`src/rtl/bisr_pkg.sv`:
```
// Shared encodings, idle levels and geometry helpers for the BISR remapper.
// Every design file that sizes storage or ports from the top-level parameters imports this package.
package bisr_pkg;

   typedef enum logic [1:0] {
      ST_IDLE    = 2'd0,
      ST_CAPTURE = 2'd1,
      ST_ACTIVE  = 2'd2,
      ST_FAIL    = 2'd3
   } bisr_state_e;

   // Idle levels for the macro strobes; CSB/OEB idle is all ones per bank/spare.
   localparam logic IDLE_CE    = 1'b0;
   localparam logic IDLE_WEB   = 1'b1;
   localparam logic IDLE_STB_N = 1'b1;

   function automatic int calc_nblk(input int addr_w, input int blk_aw);
      return 1 << (addr_w - blk_aw);
   endfunction

   function automatic int calc_nbank(input int addr_w, input int bank_aw);
      return 1 << (addr_w - bank_aw);
   endfunction

   function automatic int calc_siw(input int spares);
      return ($clog2(spares) < 1) ? 1 : $clog2(spares);
   endfunction

endpackage

```
`src/rtl/bisr_fault_table.sv`:
```
// Per-block repair table: valid/spare index storage, duplicate filter,
// spare allocation counter and sticky overflow flag, with one host lookup port.
module bisr_fault_table
   import bisr_pkg::*;
#(
   parameter int ADDR_W = 16,
   parameter int BLK_AW = 7,
   parameter int SPARES = 25,
   localparam int SIW   = calc_siw(SPARES),
   localparam int BW    = ADDR_W - BLK_AW
)(
   input  logic           CLK,
   input  logic           RSTN,
   input  logic           cap_en,
   input  logic [BW-1:0]  cap_blk,
   input  logic           clr,
   input  logic [BW-1:0]  lk_blk,
   output logic           lk_hit,
   output logic [SIW-1:0] lk_idx,
   output logic           cap_alloc,
   output logic           cap_over,
   output logic [SIW:0]   fault_count,
   output logic           bisr_un
);

   localparam int NBLK = calc_nblk(ADDR_W, BLK_AW);
   localparam logic [SIW:0] SPARES_C = (SIW + 1)'(SPARES);

   logic [NBLK-1:0] valid_q;
   logic [SIW-1:0]  idx_q [NBLK];
   logic            full;

   // Counter never passes SPARES, so equality is the saturation test.
   assign full      = (fault_count == SPARES_C);
   assign cap_alloc = cap_en & ~valid_q[cap_blk] & ~full;
   assign cap_over  = cap_en & ~valid_q[cap_blk] & full;

   always_ff @(posedge CLK or negedge RSTN) begin
      if (!RSTN) begin
         valid_q     <= '0;
         fault_count <= '0;
         bisr_un     <= 1'b0;
      end else if (clr) begin
         valid_q     <= '0;
         fault_count <= '0;
         bisr_un     <= 1'b0;
      end else begin
         if (cap_alloc) begin
            valid_q[cap_blk] <= 1'b1;
            fault_count      <= fault_count + 1'b1;
         end
         if (cap_over) begin
            bisr_un <= 1'b1;
         end
      end
   end

   // Index storage is qualified by valid_q, so it needs no reset.
   always_ff @(posedge CLK) begin
      if (cap_alloc) begin
         idx_q[cap_blk] <= fault_count[SIW-1:0];
      end
   end

   assign lk_hit = valid_q[lk_blk];
   assign lk_idx = lk_hit ? idx_q[lk_blk] : '0;

endmodule

```
`src/rtl/bisr_remap.sv`:
```
// Built-in self-repair remapper: captures BIST faults into a spare table and
// steers host accesses to the owning main bank or allocated spare, registered.
module bisr_remap
   import bisr_pkg::*;
#(
   parameter int ADDR_W  = 16,
   parameter int DATA_W  = 8,
   parameter int BLK_AW  = 7,
   parameter int BANK_AW = 10,
   parameter int SPARES  = 25,
   localparam int NBANK  = calc_nbank(ADDR_W, BANK_AW),
   localparam int SIW    = calc_siw(SPARES),
   localparam int SEL_W  = ADDR_W - BANK_AW
)(
   input  logic              CLK,
   input  logic              RSTN,
   input  logic              BIST_EN,
   input  logic              FAULT_VALID,
   input  logic [ADDR_W-1:0] FAULT_ADDR,
   input  logic              CLEAR,
   input  logic              REPAIR_EN,
   input  logic              CE,
   input  logic              CSB,
   input  logic              WEB,
   input  logic              OEB,
   input  logic [ADDR_W-1:0] ADDR,
   input  logic [DATA_W-1:0] IDATA,
   output logic [BANK_AW-1:0] MEM_ADDR,
   output logic               MEM_CE,
   output logic               MEM_WEB,
   output logic [NBANK-1:0]   MEM_CSB,
   output logic [NBANK-1:0]   MEM_OEB,
   output logic [DATA_W-1:0]  MEM_IDATA,
   output logic [SEL_W-1:0]   MEM_ODATA_SELECT,
   output logic [BLK_AW-1:0]  SPARE_ADDR,
   output logic               SPARE_CE,
   output logic               SPARE_WEB,
   output logic [SPARES-1:0]  SPARE_CSB,
   output logic [SPARES-1:0]  SPARE_OEB,
   output logic [DATA_W-1:0]  SPARE_IDATA,
   output logic [SIW-1:0]     SPARE_ODATA_SELECT,
   output logic [SIW:0]       FAULT_COUNT,
   output logic               BISR_UN,
   output logic [1:0]         STATE
);

   bisr_state_e state_q, state_d;

   logic           cap_en, clr, lk_hit, cap_alloc, cap_over;
   logic [SIW-1:0] lk_idx;
   logic [SEL_W-1:0] bank_k;
   logic           unused_fault_lsb;

   assign cap_en = (state_q == ST_CAPTURE) & FAULT_VALID;
   assign clr    = CLEAR & ~BIST_EN;
   assign bank_k = ADDR[ADDR_W-1:BANK_AW];
   assign unused_fault_lsb = ^FAULT_ADDR[BLK_AW-1:0];

   bisr_fault_table #(
      .ADDR_W (ADDR_W),
      .BLK_AW (BLK_AW),
      .SPARES (SPARES)
   ) u_table (
      .CLK         (CLK),
      .RSTN        (RSTN),
      .cap_en      (cap_en),
      .cap_blk     (FAULT_ADDR[ADDR_W-1:BLK_AW]),
      .clr         (clr),
      .lk_blk      (ADDR[ADDR_W-1:BLK_AW]),
      .lk_hit      (lk_hit),
      .lk_idx      (lk_idx),
      .cap_alloc   (cap_alloc),
      .cap_over    (cap_over),
      .fault_count (FAULT_COUNT),
      .bisr_un     (BISR_UN)
   );

   always_ff @(posedge CLK or negedge RSTN) begin
      if (!RSTN) state_q <= ST_IDLE;
      else       state_q <= state_d;
   end

   // Leaving CAPTURE also counts a fault captured on the BIST_EN falling cycle.
   always_comb begin
      state_d = state_q;
      if (BIST_EN) begin
         state_d = ST_CAPTURE;
      end else begin
         case (state_q)
            ST_CAPTURE: begin
               if (clr)                                  state_d = ST_IDLE;
               else if (BISR_UN | cap_over)              state_d = ST_FAIL;
               else if ((FAULT_COUNT != '0) | cap_alloc) state_d = ST_ACTIVE;
               else                                      state_d = ST_IDLE;
            end
            ST_ACTIVE, ST_FAIL: if (clr) state_d = ST_IDLE;
            default: ;
         endcase
      end
   end

   assign STATE = state_q;

   logic [BANK_AW-1:0] mem_addr_d;
   logic               mem_ce_d, mem_web_d, spare_ce_d, spare_web_d;
   logic [NBANK-1:0]   mem_csb_d, mem_oeb_d;
   logic [DATA_W-1:0]  mem_idata_d, spare_idata_d;
   logic [SEL_W-1:0]   mem_sel_d;
   logic [BLK_AW-1:0]  spare_addr_d;
   logic [SPARES-1:0]  spare_csb_d, spare_oeb_d;
   logic [SIW-1:0]     spare_sel_d;

   always_comb begin
      mem_addr_d    = '0;
      mem_ce_d      = IDLE_CE;
      mem_web_d     = IDLE_WEB;
      mem_csb_d     = {NBANK{IDLE_STB_N}};
      mem_oeb_d     = {NBANK{IDLE_STB_N}};
      mem_idata_d   = '0;
      mem_sel_d     = '0;
      spare_addr_d  = '0;
      spare_ce_d    = IDLE_CE;
      spare_web_d   = IDLE_WEB;
      spare_csb_d   = {SPARES{IDLE_STB_N}};
      spare_oeb_d   = {SPARES{IDLE_STB_N}};
      spare_idata_d = '0;
      spare_sel_d   = '0;
      if (!BIST_EN) begin
         if (REPAIR_EN && lk_hit) begin
            spare_addr_d  = ADDR[BLK_AW-1:0];
            spare_ce_d    = CE;
            spare_web_d   = WEB;
            spare_idata_d = IDATA;
            spare_csb_d   = {SPARES{CSB}} | ~(SPARES'(1) << lk_idx);
            spare_oeb_d   = {SPARES{OEB}} | ~(SPARES'(1) << lk_idx);
            spare_sel_d   = lk_idx;
         end else begin
            mem_addr_d  = ADDR[BANK_AW-1:0];
            mem_ce_d    = CE;
            mem_web_d   = WEB;
            mem_idata_d = IDATA;
            mem_csb_d   = {NBANK{CSB}} | ~(NBANK'(1) << bank_k);
            mem_oeb_d   = {NBANK{OEB}} | ~(NBANK'(1) << bank_k);
            mem_sel_d   = bank_k;
         end
      end
   end

   always_ff @(posedge CLK or negedge RSTN) begin
      if (!RSTN) begin
         MEM_ADDR           <= '0;
         MEM_CE             <= IDLE_CE;
         MEM_WEB            <= IDLE_WEB;
         MEM_CSB            <= {NBANK{IDLE_STB_N}};
         MEM_OEB            <= {NBANK{IDLE_STB_N}};
         MEM_IDATA          <= '0;
         MEM_ODATA_SELECT   <= '0;
         SPARE_ADDR         <= '0;
         SPARE_CE           <= IDLE_CE;
         SPARE_WEB          <= IDLE_WEB;
         SPARE_CSB          <= {SPARES{IDLE_STB_N}};
         SPARE_OEB          <= {SPARES{IDLE_STB_N}};
         SPARE_IDATA        <= '0;
         SPARE_ODATA_SELECT <= '0;
      end else begin
         MEM_ADDR           <= mem_addr_d;
         MEM_CE             <= mem_ce_d;
         MEM_WEB            <= mem_web_d;
         MEM_CSB            <= mem_csb_d;
         MEM_OEB            <= mem_oeb_d;
         MEM_IDATA          <= mem_idata_d;
         MEM_ODATA_SELECT   <= mem_sel_d;
         SPARE_ADDR         <= spare_addr_d;
         SPARE_CE           <= spare_ce_d;
         SPARE_WEB          <= spare_web_d;
         SPARE_CSB          <= spare_csb_d;
         SPARE_OEB          <= spare_oeb_d;
         SPARE_IDATA        <= spare_idata_d;
         SPARE_ODATA_SELECT <= spare_sel_d;
      end
   end

endmodule
```
`config.mk`:
```
export PLATFORM = sky130hd
export DESIGN_NAME = bisr_remap
export DESIGN_NICKNAME = d
export VERILOG_FILES = /design/src/rtl/bisr_pkg.sv /design/src/rtl/bisr_fault_table.sv /design/src/rtl/bisr_remap.sv
export SDC_FILE = /design/constraint.sdc
export NUM_CORES = 2
export LEC_CHECK = 0
export ABC_AREA = 0
export CAP_MARGIN = 20
export CELL_PAD_IN_SITES_DETAIL_PLACEMENT = 1
export CELL_PAD_IN_SITES_GLOBAL_PLACEMENT = 1
export CORE_ASPECT_RATIO = 0.8
export CORE_MARGIN = 4
export CORE_UTILIZATION = 31
export CTS_CLUSTER_DIAMETER = 80
export DETAILED_ROUTE_END_ITERATION = 16
export HOLD_SLACK_MARGIN = 0.15
export PLACE_DENSITY = 0.58
export SLEW_MARGIN = 20
export SYNTH_ARGS = -nofsm -noshare
export SYNTH_HDL_FRONTEND = slang
export SYNTH_SLANG_ARGS = --single-unit
export TNS_END_PERCENT = 50
```
`constraint.sdc`:
```
create_clock -name CLK -period 13.99 [get_ports CLK]
set_input_delay 1.399 -clock CLK [delete_from_list [all_inputs] [get_ports CLK]]
set_output_delay 1.399 -clock CLK [all_outputs]
set_load 0.03 [all_outputs]
```
==> run_results.csv <==
group,metric,value,unit
pwr,p_sw_share,23.7,%
drt,routed_wl,460000,microns
logic_synthesis,ys_async_sr_fraction,22.6,%
cells_and_area,drive_gt1_share,22.0,%
clock_network,post_cts_resized,0,
drt,vias,78746,
critical_path,critPathRequiredTime,14.85,ns
drt,drt_iter0_drc,9437,
clock_network,clockBufferDepth,4,
cells_and_area,seqCellArea,95800,sq um
global_route,grt_overflow_total,0,
status,outcome,"complete, no violations",
clock_network,clk_pin_slew_worst_paths,0.07,ns
critical_path,cp-start-kind,"input port",
place,dp_hpwl,288000,microns
global_route,antenna_found_initial,37,
pwr,p_leak,0.0501,uW
logic_synthesis,syn-cell-area,137000,sq um
sta,tns,0,ns
critical_path,cp.arrival,8.63,ns
logic_synthesis,synth-edff-count,2560,
floorplan,io_pins,285,
cells_and_area,synthToLayoutAreaGrowth,14.6,%
floorplan,die_area,452000,sq um
floorplan,rows,217,
floorplan,start_util,31.2,%
sta,fin_crit_sh,55.5,%
sta,setup_viol,0,
global_route,grt_max_degree,217,
logic_synthesis,syn_nets,7891,
critical_path,crit_fanout,129,
logic_synthesis,synthFlopType,"edfxtp_1",
pwr,total_power,21300,uW
sta,slew_viol_final,0,
logic_synthesis,ys_seq_area_share,70.1,%
logic_synthesis,synth_top_area_cell,"edfxtp_1",
sta,hold_ws,0.502,ns
sta,max_clock_freq,129,MHz
pwr,irDropWorstVdd,0.0987,mV
floorplan,die_x,750,microns
sta,min_period,7.76,ns
pwr,power.share.combinational,6.9,%
sta,max_slew_margin,21.4,%
pwr,power_density,136,nW/um^2
sta,worst_pin_slew,1.17,ns
drt,vias_per_cell,5.57,
logic_synthesis,syn_avg_cell_area,17.4,sq um
job,drv_cap,0,
place,port_buffers,277,
global_route,grt_pass1_wl,649000,microns
cells_and_area,nNetsFinal,8099,
sta,finalClockSkew,0.0759,ns
logic_synthesis,netlist_top_cells_area,"edfxtp_1, mux4_2, dfrtp_1, mux2i_1, dfstp_2",
clock_network,cts_buffers,332,
worst_hold_path,hold_class,"reg2reg",
pwr,clkPwrFrac,42.2,%
logic_synthesis,synth_cell_type_count,81,
clock_network,root_buffer,"clkbuf_16",
floorplan,core,438000,sq um
drt,avgRoutedWirePerCell,32.6,microns
clock_network,cts_tree,"built",
global_route,grt.total_usage,19.9,%
pwr,p_sw,5050,uW
cells_and_area,instances_no_fill,14128,
global_route,grt_pass1_vias,81695,
logic_synthesis,ys_warn_count,0,
drt,ant_nets,0,
logic_synthesis,synth_top_area_share,56.2,%
pwr,p_int,16200,uW
logic_synthesis,yosysMostFrequentCell,"edfxtp_1",
floorplan,die_y,602,microns
logic_synthesis,syn_inst,7838,
logic_synthesis,synth-seq-cells,3307,
logic_synthesis,synth_common_cells,"edfxtp_1, mux4_2, mux2i_1",
cells_and_area,filler_cell_count,43589,
sta,rsz0062_at_grt,"no",
clock_network,ctsHoldBuffers,0,
critical_path,path_class,"in2reg",
place,dp_cells,13512,
clock_network,clock_sinks,3307,
drt,drc_errors,0,
pwr,p_seq_share,50.9,%
critical_path,end_kind,"flop",
cells_and_area,multiInputGateArea,38200,sq um
clock_network,post_cts_buffers,0,
sta,hold_viol,0,
clock_network,htree_num_levels,5,
clock_network,clkLatencyLatePin,0.97,ns
drt,drt-pass1-iter-count,5,
place,gp_congestion,0.806,
## flip-flops by register name, summed over array words and instances, names as in the netlist
register             flops
u_table.idx_q         2560
u_table.valid_q        512
MEM_CSB                 64
MEM_OEB                 64
SPARE_CSB               25
SPARE_OEB               25
MEM_ADDR                10
MEM_IDATA                8
SPARE_IDATA              8
SPARE_ADDR               7
MEM_ODATA_SELECT         6
u_table.fault_count      6
SPARE_ODATA_SELECT       5
STATE                    2
MEM_CE                   1
MEM_WEB                  1
SPARE_CE                 1
SPARE_WEB                1
u_table.bisr_un          1
## power groups by stage
stage | registers (uW) | clock network, uW | logic, uW
finish | 10800 | 8980 | 1470
global placement | 11000 | 0 | 1440
detailed placement | 11000 | 0 | 1480
floorplan | 11300 | 0 | 600
CTS | 10800 | 9140 | 1480
global route | 10800 | 9580 | 1560
## metal layers
| layer | track usage, % | share of wire [%] | vias up |
|---|---|---|---|
| li1 | - | - | 31816 |
| met2 | 30.7 | 46 | 3075 |
| met3 | 3.63 | 7.0 | 655 |
| met4 | 5.87 | 2.9 | 8 |
| met1 | 28.7 | 44 | 43192 |
| met5 | 0 | 0.013 | - |
## layout by cell type, fill, tap and decap left out, drive strengths merged, types with 180 or more instances in the layout
master / netlist / layout
a22oi: 243 / 243
buf: 306 / 221
clkbuf: 305 / 437
clkdlybuf4s50: 0 / 263
dfrtp: 567 / 567
dfstp: 180 / 180
edfxtp: 2560 / 2560
mux2i: 672 / 672
mux4: 674 / 674
nand2: 381 / 381
nand3: 257 / 257
nor2: 339 / 339
nor3: 275 / 275
o21a: 264 / 264
## critical path, cell delays in order
cell     delay [ns]
buf_8          0.47
buf_4          0.65
buf_4          0.72
mux4_2         0.66
a22oi_1        0.32
a21oi_1        0.14
nor3_1         0.41
nor3b_1        0.30
nor4_4         0.68
nand4_1        0.26
buf_12         0.41
nor2_4         0.63
buf_12         0.29
buf_4          0.68
a32o_1         0.29
## final timing paths
kind	startpoint	end	slack, ns	cells past startpoint
max in group asynchronous	RSTN	u_table.valid_q[86]	10.30	4
hold / removal	u_table.valid_q[68]	u_table.valid_q[68]	0.50	2
setup / recovery	FAULT_ADDR[7]	u_table.valid_q[109]	6.23	15
setup reg to reg	u_table.valid_q[416]	u_table.valid_q[109]	8.25	11
hold reg to reg	u_table.valid_q[68]	u_table.valid_q[68]	0.50	2
min in group asynchronous	RSTN	MEM_ADDR[2]	0.51	1
## through the flow
stage,utilization [%],setup WS (ns),area [sq um]
floorplan,-,4.97,137000
detailed placement,33.3,5.32,146000
global route,35.8,5.95,157000
CTS,35.7,6.26,156000
global placement,33.3,5.21,146000
finish,35.8,6.23,157000
## kinds of logic after synthesis
group                    synth area share (%)
AND/OR/NAND/NOR                          5.48
adder cells (fa/ha/maj)                0.0275
multiplexers                             16.2
buffers and inverters                    2.30
AO/OA/AOI/OAI                            5.94
XOR/XNOR                               0.0128
flip-flops                               70.1
## area by class of cell
type | count | share of cell area [%]
flip-flops and latches | 3307 | 61.1
clock inverters | 157 | 1.02
repair buffers | 485 | 2.98
diodes | 20 | 0.0319
well taps | 5803 | 4.63
inverters | 14 | 0.0383
clock buffers | 436 | 5.79
multi-input cells | 3906 | 24.3
Note: power is estimated with default switching activity, not from simulation.
